--- src/rtl/force_release_pkg.sv ---
// Shared encodings for the force/release register: request opcodes,
// response status codes and the register's control states.
package force_release_pkg;

   // Request opcodes carried on req_op
   localparam logic [1:0] OP_FORCE    = 2'd0;
   localparam logic [1:0] OP_RELEASE  = 2'd1;
   localparam logic [1:0] OP_DEPOSIT  = 2'd2;
   localparam logic [1:0] OP_RESERVED = 2'd3;

   // Response codes carried on ack_status
   localparam logic [1:0] STATUS_OK             = 2'd0;
   localparam logic [1:0] STATUS_ERR_NOT_FORCED = 2'd1;
   localparam logic [1:0] STATUS_ERR_FORCED     = 2'd2;
   localparam logic [1:0] STATUS_ERR_BAD_OP     = 2'd3;

   // Control states: HOLD is "released but still showing the forced value"
   localparam logic [1:0] STATE_UNFORCED = 2'd0;
   localparam logic [1:0] STATE_FORCED   = 2'd1;
   localparam logic [1:0] STATE_HOLD     = 2'd2;

endpackage

--- src/rtl/sat_counter.sv ---
// Up-counter that sticks at all-ones instead of wrapping.
module sat_counter #(
   parameter int WIDTH = 8
) (
   input  logic             clk,
   input  logic             rst,
   input  logic             inc,
   output logic [WIDTH-1:0] count
);

   localparam logic [WIDTH-1:0] ONE = WIDTH'(1);

   // Count increment requests, holding once every bit is set
   always_ff @(posedge clk) begin
      if (rst) begin
         count <= '0;
      end else if (inc && (count != '1)) begin
         count <= count + ONE;
      end
   end

endmodule

--- src/rtl/force_release_reg.sv ---
// Register whose functional d/en path can be overridden through a
// request/acknowledge control channel (force, release, deposit).
module force_release_reg
   import force_release_pkg::*;
#(
   parameter int WIDTH = 1,
   parameter int CNT_W = 8
) (
   input  logic             clk,
   input  logic             rst,
   input  logic [WIDTH-1:0] d,
   input  logic             en,
   input  logic             req_valid,
   output logic             req_ready,
   input  logic [1:0]       req_op,
   input  logic [WIDTH-1:0] req_value,
   output logic             ack_valid,
   input  logic             ack_ready,
   output logic [1:0]       ack_status,
   output logic [WIDTH-1:0] q,
   output logic             forced,
   output logic [CNT_W-1:0] force_cnt
);

   logic [1:0]       state;
   logic [1:0]       state_nxt;
   logic [WIDTH-1:0] q_nxt;
   logic [1:0]       status_nxt;
   logic             accept;
   logic             cnt_inc;

   // A new request may enter whenever the response slot is free or being drained
   always_comb begin
      req_ready = !rst && (!ack_valid || ack_ready);
      accept    = req_valid && req_ready;
   end

   // Next value of q/state; an accepted request owns the edge over the d/en path,
   // so an erroring request leaves everything untouched
   always_comb begin
      state_nxt  = state;
      q_nxt      = q;
      status_nxt = STATUS_OK;
      cnt_inc    = 1'b0;
      if (accept) begin
         case (req_op)
            OP_FORCE: begin
               q_nxt     = req_value;
               state_nxt = STATE_FORCED;
               cnt_inc   = 1'b1;
            end
            OP_RELEASE: begin
               if (state == STATE_FORCED) begin
                  state_nxt = STATE_HOLD;
               end else begin
                  status_nxt = STATUS_ERR_NOT_FORCED;
               end
            end
            OP_DEPOSIT: begin
               if (state == STATE_FORCED) begin
                  status_nxt = STATUS_ERR_FORCED;
               end else begin
                  q_nxt     = req_value;
                  state_nxt = STATE_UNFORCED;
               end
            end
            default: begin
               status_nxt = STATUS_ERR_BAD_OP;
            end
         endcase
      end else begin
         case (state)
            STATE_UNFORCED: begin
               if (en) begin
                  q_nxt = d;
               end
            end
            STATE_HOLD: begin
               if (en) begin
                  q_nxt     = d;
                  state_nxt = STATE_UNFORCED;
               end
            end
            default: begin
               q_nxt = q;
            end
         endcase
      end
   end

   // Register state, visible value and the forced flag together so they move on one edge
   always_ff @(posedge clk) begin
      if (rst) begin
         state  <= STATE_UNFORCED;
         q      <= '0;
         forced <= 1'b0;
      end else begin
         state  <= state_nxt;
         q      <= q_nxt;
         forced <= (state_nxt == STATE_FORCED);
      end
   end

   // Single response slot: filled on acceptance, held stable until consumed
   always_ff @(posedge clk) begin
      if (rst) begin
         ack_valid  <= 1'b0;
         ack_status <= STATUS_OK;
      end else if (accept) begin
         ack_valid  <= 1'b1;
         ack_status <= status_nxt;
      end else if (ack_ready) begin
         ack_valid  <= 1'b0;
      end
   end

   sat_counter #(
      .WIDTH(CNT_W)
   ) u_force_cnt (
      .clk  (clk),
      .rst  (rst),
      .inc  (cnt_inc),
      .count(force_cnt)
   );

endmodule

--- config.mk ---
export PLATFORM = sky130hd
export DESIGN_NAME = force_release_reg
export DESIGN_NICKNAME = d
export VERILOG_FILES = /design/src/rtl/force_release_pkg.sv /design/src/rtl/sat_counter.sv /design/src/rtl/force_release_reg.sv
export SDC_FILE = /design/constraint.sdc
export NUM_CORES = 1
export LEC_CHECK = 0
export ABC_AREA = 1
export CORE_ASPECT_RATIO = 0.8
export CORE_MARGIN = 4
export CORE_UTILIZATION = 40
export CTS_BUF_LIST = sky130_fd_sc_hd__clkbuf_4 sky130_fd_sc_hd__clkbuf_8
export DETAILED_ROUTE_END_ITERATION = 10
export DONT_BUFFER_PORTS = 1
export PLACE_DENSITY = 0.68
export SLEW_MARGIN = 10
export SYNTH_ARGS = -nofsm -noshare
export SYNTH_HDL_FRONTEND = slang
export SYNTH_HIERARCHICAL = 1
export SYNTH_SLANG_ARGS = --single-unit
--- constraint.sdc ---
create_clock -name clk -period 1.4 [get_ports clk]
set_clock_uncertainty 0.15 [all_clocks]
set_input_delay 0.35 -clock clk [delete_from_list [all_inputs] [get_ports clk]]
set_output_delay 0.35 -clock clk [all_outputs]
set_load 0.005 [all_outputs]
-- Word-level counts from Yosys, hierarchy flattened
Index checks and enable logic that the tools add are counted.
- add/subtract/negate cells: 1
- eq/ne operators: 8
- muxes and demuxes: 18
- reductions and logical operators: 13
- operators by type and width (cell ; number):
    2-bit 2-to-1 mux ; 6
    2-bit one-hot mux with 3 select lines ; 2
    1-bit 2-to-1 mux ; 9
    8-bit by 1-bit adder with 8-bit output (second input constant) ; 1
    8-bit != test (second input constant) ; 1
    2-bit by 1-bit equality test with 1-bit output (second input constant) ; 3
    2-bit nonzero test ; 3
    2-bit equality test (second input constant) ; 2
    2-bit logical NOT ; 2
    4-bit AND reduction ; 1
    1-bit logical AND ; 3
    3-bit by 1-bit != test with 1-bit output (second input constant) ; 1
    3-bit != test (second input constant) ; 1
    1-bit logical NOT ; 2
    1-bit one-hot mux with 2 select lines ; 1
    2-bit OR reduction ; 1
    1-bit logical OR ; 1
- bits in registers: 15
- input bits: 9
- output and inout bits: 14
- logic and storage cells: 46

-- Longest topological paths before layout
- depth in word-level cells: 6
- depth in mapped cells: 10
- gate-level depth less buffers: 10

-- By module
Netlist, hierarchy kept.
- by module, submodules not included (module ; times used ; cells each ; area each (µm²) ; seq. area each (µm²)):
    sat_counter ; 1 ; 77 ; 484.2 ; 160.2
    force_release_reg ; 1 ; 54 ; 386.6 ; 140.1

-- Least setup slack after synthesis
OpenSTA, ideal clock, no wires.
- path type: input to register
- start: in ack_ready
- end: reg u_force_cnt.count[3]
- library setup time: 0.115 ns
- data arrival time: 1.246 ns
- data required time: 1.135 ns
- setup slack: -0.111 ns
- cell stages on the path: 10
- buffers on the path: 1
- cell sequence: inv_1 > nand2_2 > nand3_2 > nor2_1 > buf_4 > inv_2 > nor2_1 > nand3_1 > nand2_1 > nor2_1
- word-level cells in the longest chain between the ends: 5
- RTL lines (what ; line ; RTL):
    start: declaration ; force_release_reg.sv:18 ; input logic ack_ready,
    1-bit logical OR ; force_release_reg.sv:34 ; req_ready = !rst && (!ack_valid || ack_ready);
    1-bit logical AND ; force_release_reg.sv:34 ;
    1-bit logical AND ; force_release_reg.sv:35 ; accept = req_valid && req_ready;
    1-bit 2-to-1 mux ; force_release_reg.sv:45 ; if (accept) begin
    net cnt_inc ; force_release_reg.sv:30 ; logic cnt_inc;
    1-bit logical AND ; sat_counter.sv:17 ; end else if (inc && (count != '1)) begin
    end signal: assignment ; sat_counter.sv:18 ; count <= count + ONE;
    end: declaration ; sat_counter.sv:8 ; output logic [WIDTH-1:0] count
The timed path passes the listed nets, and every way through them passes these cells.
A chain may end at the register's enable or synchronous reset.

-- Final worst setup path
- start: reg ack_valid
- end: out req_ready
- word-level cells in the longest chain between the ends: 3
- RTL lines (what ; line ; RTL):
    start: declaration ; force_release_reg.sv:17 ; output logic ack_valid,
    start signal: assignment ; force_release_reg.sv:107 ; ack_valid <= 1'b0;
    start signal: assignment ; force_release_reg.sv:110 ; ack_valid <= 1'b1;
    start signal: assignment ; force_release_reg.sv:113 ; ack_valid <= 1'b0;
    1-bit logical NOT ; force_release_reg.sv:34 ;
    1-bit logical OR ; force_release_reg.sv:34 ;
    1-bit logical AND ; force_release_reg.sv:34 ;
    end: declaration ; force_release_reg.sv:14 ; output logic req_ready,
Every way passes these cells.

==> summary.txt <==
Pwr
  • Pint: approximately 0.62 mW
  • Cell area power density: around 780 nW/um2
  • Logic pwr share: a little over an eighth
  • Sw Pwr: approximately 0.22 mW
  • Clock power share: between 30% and 40%
  • LEAKAGE: between 0.5 and 0.6 nW
  • Peak supply drop: about 0.00060 V
  • Sw Share: about a quarter
  • Flop pwr share: between 50 and 60%

GRT
  • Initial antenna violation count: 0
  • Grt met1 use: 18.5%
  • Vias in the first global route: just under 800
  • Pin count of the biggest net entering global routing: 12
  • Grt met2 use: 22.1%
  • Total GRT Usage: between 10% and 20%
  • Total congestion overflow: 0
  • GR Util met3: about 6.8%
  • Layer with the highest usage: met2
  • First-pass GRT wire length: around 3400 um

Timing
  • Fin Hold WS: 0.0579 ns
  • Final cycle utilization of the critical path: 101%
  • Slew Viols, Final: 0
  • F_max: 706 MHz
  • Worst-Margin Slew: ~0.26 ns
  • Worst slew margin: 82.4%
  • RSZ-0062 raised after global routing: true
  • Final Hold Fails: 0
  • Setup violations, final: 2
  • Fin crit period: between 1 and 1.5 ns
  • Setup ws final: -0.0165 ns

Detailed routing
  • WL final: roughly 2100 um
  • DRT antenna net count: 0
  • Vias per inst: 4.97
  • DR iter-0 viols: 34
  • Vias after detailed routing: around 850
  • Routed WL per cell: 12.1 um
  • Post-route DRC: 0
  • First-pass detailed-route iteration total: 5

Yosys
  • Mean Syn Cell Area: 6.65 um2
  • Post-synthesis sequential element count: 15
  • Syn_nets: around 140
  • Yosys cell types: 20
  • Register area share after synthesis: 34.5%
  • Mapped cell area: roughly 870 um2
  • Post-Syn Instances: between 100 and 150
  • YS warnings: 6

Layout
  • ANT cells: 0
  • Utilization after layout: a little over half
  • Register Area: just over 300 um2
  • Design Area, Final: approximately 1100 um2
  • Multi-input gate area: 515 um2
  • Final nets: between 150 and 200
  • Layout cell share with drive strength beyond 1: a little over a third
  • Fill count: 197
  • Area Growth Syn to Fin: 24.1%

Die
  • CORE AREA: 1980 um2
  • Chip Width: about 60 um
  • Die height: just under 50 um
  • Die area: 2990 um2
  • Initial core utilization: a little over two fifths
  • Core Rows: 14
  • Ports: 23

Critical path
  • WP depth: 4
  • Slowest cell delay on critical path: 0.36 ns
  • CP startpoint kind: flip-flop
  • Worst EP required: ~0.90 ns
  • Critical path class: reg -> out
  • CP max FO: 2
  • CP Cell Sequence: nand2_4, buf_6, nand2_4, inv_2
  • R2r worst-path depth: 9
  • Crit-path leading delay family: flip-flops
  • CP Buf/Inv Count: 2
  • Slowest library cell on the worst path: dfxtp_2
  • Crit-path most repeated cell: nand2_4
  • Worst setup EP type: output pin
  • Worst Path Arrival: a little over 0.9 ns

CTS
  • CTS max path bufs: 2
  • H-tree levels: 1
  • CTS tree: done
  • Cts bufs inserted: 3
  • Clock input transition at the sequential cells of the worst setup and hold paths: around 0.090 ns
  • Num Clock Sinks: 15
  • Insertion delay of the later-clocked pin in the worst-skew pair: between 0.2 and 0.3 ns
  • Root buf cell: clkbuf_4

Worst hold path
  • Hold Crit Class: in -> reg
  • Hold Path Stages: 2

Placed design
  • DP Area: approximately 1000 um2
  • Port Buffers: 0
  • HPWL after detailed placement: about 1500 um
  • GPL Wtd Cong: between 0.8 and 0.9
  • Post-placement setup slack: -0.0903 ns

Flow run
  • Max Cap Viol: 0

Outcome
  • Status: complete, but fails checks
  • Failing checks: setup timing
==> routing by layer <==
| layer | share of wire [%] | up-vias |
|---|---|---|
| li1 | - | 446 |
| met1 | 44 | 377 |
| met2 | 46 | 31 |
| met3 | 9.5 | 0 |
| met4 | 0 | 0 |
| met5 | 0 | - |
==> cells in the final DEF (no fill, tap or decap), types with 3 or more instances in the layout <==
cell	synthesis	routed
o21ai_1	3	3
clkbuf_4	0	4
dfxtp_1	15	12
a21oi_1	10	10
nand3_1	11	11
inv_2	5	8
nand2_4	1	3
dfxtp_2	0	3
nand2_1	31	28
nand2_2	4	5
nand3_2	4	3
nor2_2	3	6
inv_1	16	13
buf_4	1	12
nor2_1	20	16
==> state kept, by name (all words and copies together) (netlist names) <==
| register | count |
|---|---|
| state | 2 |
| ack_status | 2 |
| forced | 1 |
| ack_valid | 1 |
| u_force_cnt/count | 8 |
| q | 1 |
==> final timing paths <==
| kind | start | endpoint | slack, ns |
|---|---|---|---|
| worst max-delay path | ack_valid$_SDFFE_PP0P_ | req_ready | -0.02 |
| worst min-delay path | req_op[0] | ack_status[0]$_SDFFE_PP0N_ | 0.06 |
| worst max register to register | ack_valid$_SDFFE_PP0P_ | u_force_cnt/count[3]$_SDFFE_PP0P_ | -0.01 |
| worst min register to register | u_force_cnt/count[5]$_SDFFE_PP0P_ | u_force_cnt/count[5]$_SDFFE_PP0P_ | 0.38 |
==> repair_timing <==
item                                    4_1_cts  5_1_grt
endpoints found under the setup margin        3       11
resized for setup                             5       10
hold buffers                                  1        0
hold endpoints to repair                      3        0
buffers inserted                              1        3
pin swaps                                     3        4
==> cells in the mapped netlist (all sizes together) <==
library cell  instances  area [um2]
nand2                36         153
nor2                 24         114
inv                  21        78.8
dfxtp                15         300
nand3                15        95.1
a21oi                10        50.1
o21ai                 4        23.8
buf                   2        18.8
ha                    1        12.5
nand3b                1        11.3
o31ai                 1        7.51
or2                   1        6.26
==> per-stage QoR <==
stage          cells  TNS [ns]  total power [mW]
4_1_cts          169   -0.0355             0.845
3_3_place_gp     163   -0.0292             0.554
3_5_place_dp     163    -0.200             0.557
2_1_floorplan    131         0             0.531
5_1_grt          172    -0.534             0.881
6_report         172   -0.0278             0.845
==> kinds of logic after synthesis <==
group | count (synthesis) | synth area share [%]
adders and majority gates | 1 | 1.44
DFF | 15 | 34.5
and+or+nand+nor | 77 | 43.5
AOI/OAI and AO/OA | 15 | 9.34
buffers and inverters | 23 | 11.2
==> layout make-up <==
type,count,area share (%)
Clock buffer,4,2.78
Sequential cell,15,28.1
Multi-Input combinational cell,93,47.7
Timing Repair Buffer,15,11.3
Tap cell,24,2.78
Inverter,21,7.29
==> power groups by stage <==
stage,Combinational [mW],Sequential [mW],Clock [mW]
finish,0.116,0.450,0.279
floorplan,0.0721,0.459,0
detailed placement,0.0982,0.459,0
global placement,0.0953,0.459,0
global route,0.129,0.451,0.301
CTS,0.108,0.450,0.287
Power figures use the tool's default switching activity.
==> variant, RTL diff (config.mk and constraints unchanged) <==
Make the reset (`rst`) asynchronous in 3 clocked blocks.
--- a/src/rtl/sat_counter.sv
+++ b/src/rtl/sat_counter.sv
@@ -12,5 +12,5 @@
 
    // Count increment requests, holding once every bit is set
-   always_ff @(posedge clk) begin
+   always_ff @(posedge clk or posedge rst) begin
       if (rst) begin
          count <= '0;
--- a/src/rtl/force_release_reg.sv
+++ b/src/rtl/force_release_reg.sv
@@ -90,5 +90,5 @@
 
    // Register state, visible value and the forced flag together so they move on one edge
-   always_ff @(posedge clk) begin
+   always_ff @(posedge clk or posedge rst) begin
       if (rst) begin
          state  <= STATE_UNFORCED;
@@ -103,5 +103,5 @@
 
    // Single response slot: filled on acceptance, held stable until consumed
-   always_ff @(posedge clk) begin
+   always_ff @(posedge clk or posedge rst) begin
       if (rst) begin
          ack_valid  <= 1'b0;
Formal check against the unedited RTL: differs if rst is asserted again (counterexample within 4 cycles, from zero or initial values and one cycle with rst high); with rst held inactive, the same outputs for 10 cycles.
==> variant against the original RTL <==
  * The run still ends with negative setup slack left
  * Setup slack lost 0.062 ns
  * Wire length grew 4.0%
  * Synthesized area grew 1.6%
  * Sequential cell count is the same
  * Cell count shrank 4.1%
  * Design area grew 12%
  * Critical endpoint unchanged
  * Highest routed layer is now met4
Power is not compared: it rests on default switching activity, and its combinational part moved more than twofold at a synthesized area within 25%.
==> variant: results (changes against the original RTL) <==
critical_path:
  rrSetupSlack_ns: -0.05  # -0.04 ns
  slowest_delay_ns: 0.41  # +0.05 ns
  crit-reg2reg-launch: "ack_valid"
  worstPathArrival_ns: 0.98  # +0.06 ns
  r2r_end: "u_force_cnt/count[7]"
  slowest_stage: "dfrtp_1"
power:
  finalPower_uw: 1220
  peakVddDrop_mv: 0.599
cells_and_area:
  fin_cells: 165  # -4.1%
  multi_input_area_share_pct: 42.1  # -5.5 points
  inv_count: 19  # -9.5%
  drive_gt1_share_pct: 41.1  # +6.0 points
  nonClkBufAreaFrac_pct: 15.6  # +4.3 points
  regArea_um2: 375  # +23%
  buffers: 22  # +7
  clock_area_share_pct: 2.48  # -0.30 points
  fin_nets: 152  # -4.4%
  fillerInstances: 179  # -9.1%
  multi_input_cells: 81  # -13%
  syn2layout_area_growth_pct: 36.9
clock_tree:
  cts_buffer_depth: 2  # unchanged
  clk_latency_ns: 0.28
  cts-resized-gates: 8  # +3
  h-tree-depth: 1  # unchanged
  path_clk_slew_ns: 0.08
  cts_hold_buf: 2  # +1
  cts_setup_buffers: 3  # +2
sta:
  slew-limit-headroom_pct: 73.2  # -9.1 points
  setup_ws_ns: -0.0782  # -0.0617 ns
  setup_viol: 4  # +2
  tns_ns: -0.185  # -0.157 ns
  holdWs_ns: 0.0684  # +0.0105 ns
outcome:
  outcome: "complete, but fails checks"
  violations: "negative setup slack"
detailed_routing:
  ant_nets: 0  # unchanged
  viasPerCell: 4.97  # about the same
  first_pass_iters: 4  # -1
  first_iter_violations: 19  # -44%
  routedWlPerCell_um: 13.1  # +8.4%
worst_hold_path:
  whs_endpoint: "state[1]"
place:
  dpl_cell_area_um2: 1030  # +5.8%
  hpwl_mm: 1.50  # -1.1%
  place_ws_ns: -0.0923  # -0.00193 ns
  io_buffer_count: 0  # unchanged
  place_congestion: 0.865  # +5.7%
synthesis:
  async_reset_ff_share_pct: 100  # +100 points
  ys_seq_area_share_pct: 42.4  # +8.0 points
  synth.avg_cell_area_um2: 7.63  # +15%
  synth_nets: 126  # -11%
  synthTopCellsByArea: "dfrtp_1 (42%), nand2_1 (17%), inv_1 (6.4%)"
  synth_cell_types: 23  # +15%
  synth-compound-area-share_pct: 5.66  # -3.7 points
  yosys-top-cells-count: "nand2_1 (39), dfrtp_1 (15), inv_1 (15)"
  synthAdderAreaFrac_pct: 1.41  # -0.022 points
  synth_xor_area_share_pct: 0.990  # +0.99 points
global_route:
  grt_use_total_pct: 16.0  # +1.6 points
  grt_pass1_wl_mm: 3.58  # +5.7%
  grt_pass1_vias: 822  # +5.2%
==> variant: changes by cell type in the layout (fill, tap and decap cells not counted), sizes merged, moves of 2 or more <==
cell / before / now
a21oi: 10 / 1
buf: 14 / 20
dfrtp: 0 / 15
dfxtp: 15 / 0
inv: 21 / 19
nand2: 36 / 46
nand3: 15 / 13
nand4: 0 / 3
nor2: 24 / 8
o21ai: 4 / 6
==> variant: routing by layer <==
metal / wire length, um / GRT usage (%)
met5: 0 / 0
met4: 46 / 6.14
met3: 136 / 5.74
met2: 1030 / 24.6
met1: 950 / 20.2
==> variant: worst max-delay path by stage <==
stage | from | to | slack [ns]
2_1_floorplan | ack_valid | u_force_cnt/count[7] | -0.11
3_3_place_gp | ack_ready | u_force_cnt/count[7] | -0.04
3_5_place_dp | u_force_cnt/count[0] | u_force_cnt/count[2] | -0.09
4_1_cts | ack_valid | req_ready | -0.1
5_1_grt | ack_valid | u_force_cnt/count[5] | -0.16
6_report | ack_valid | req_ready | -0.08
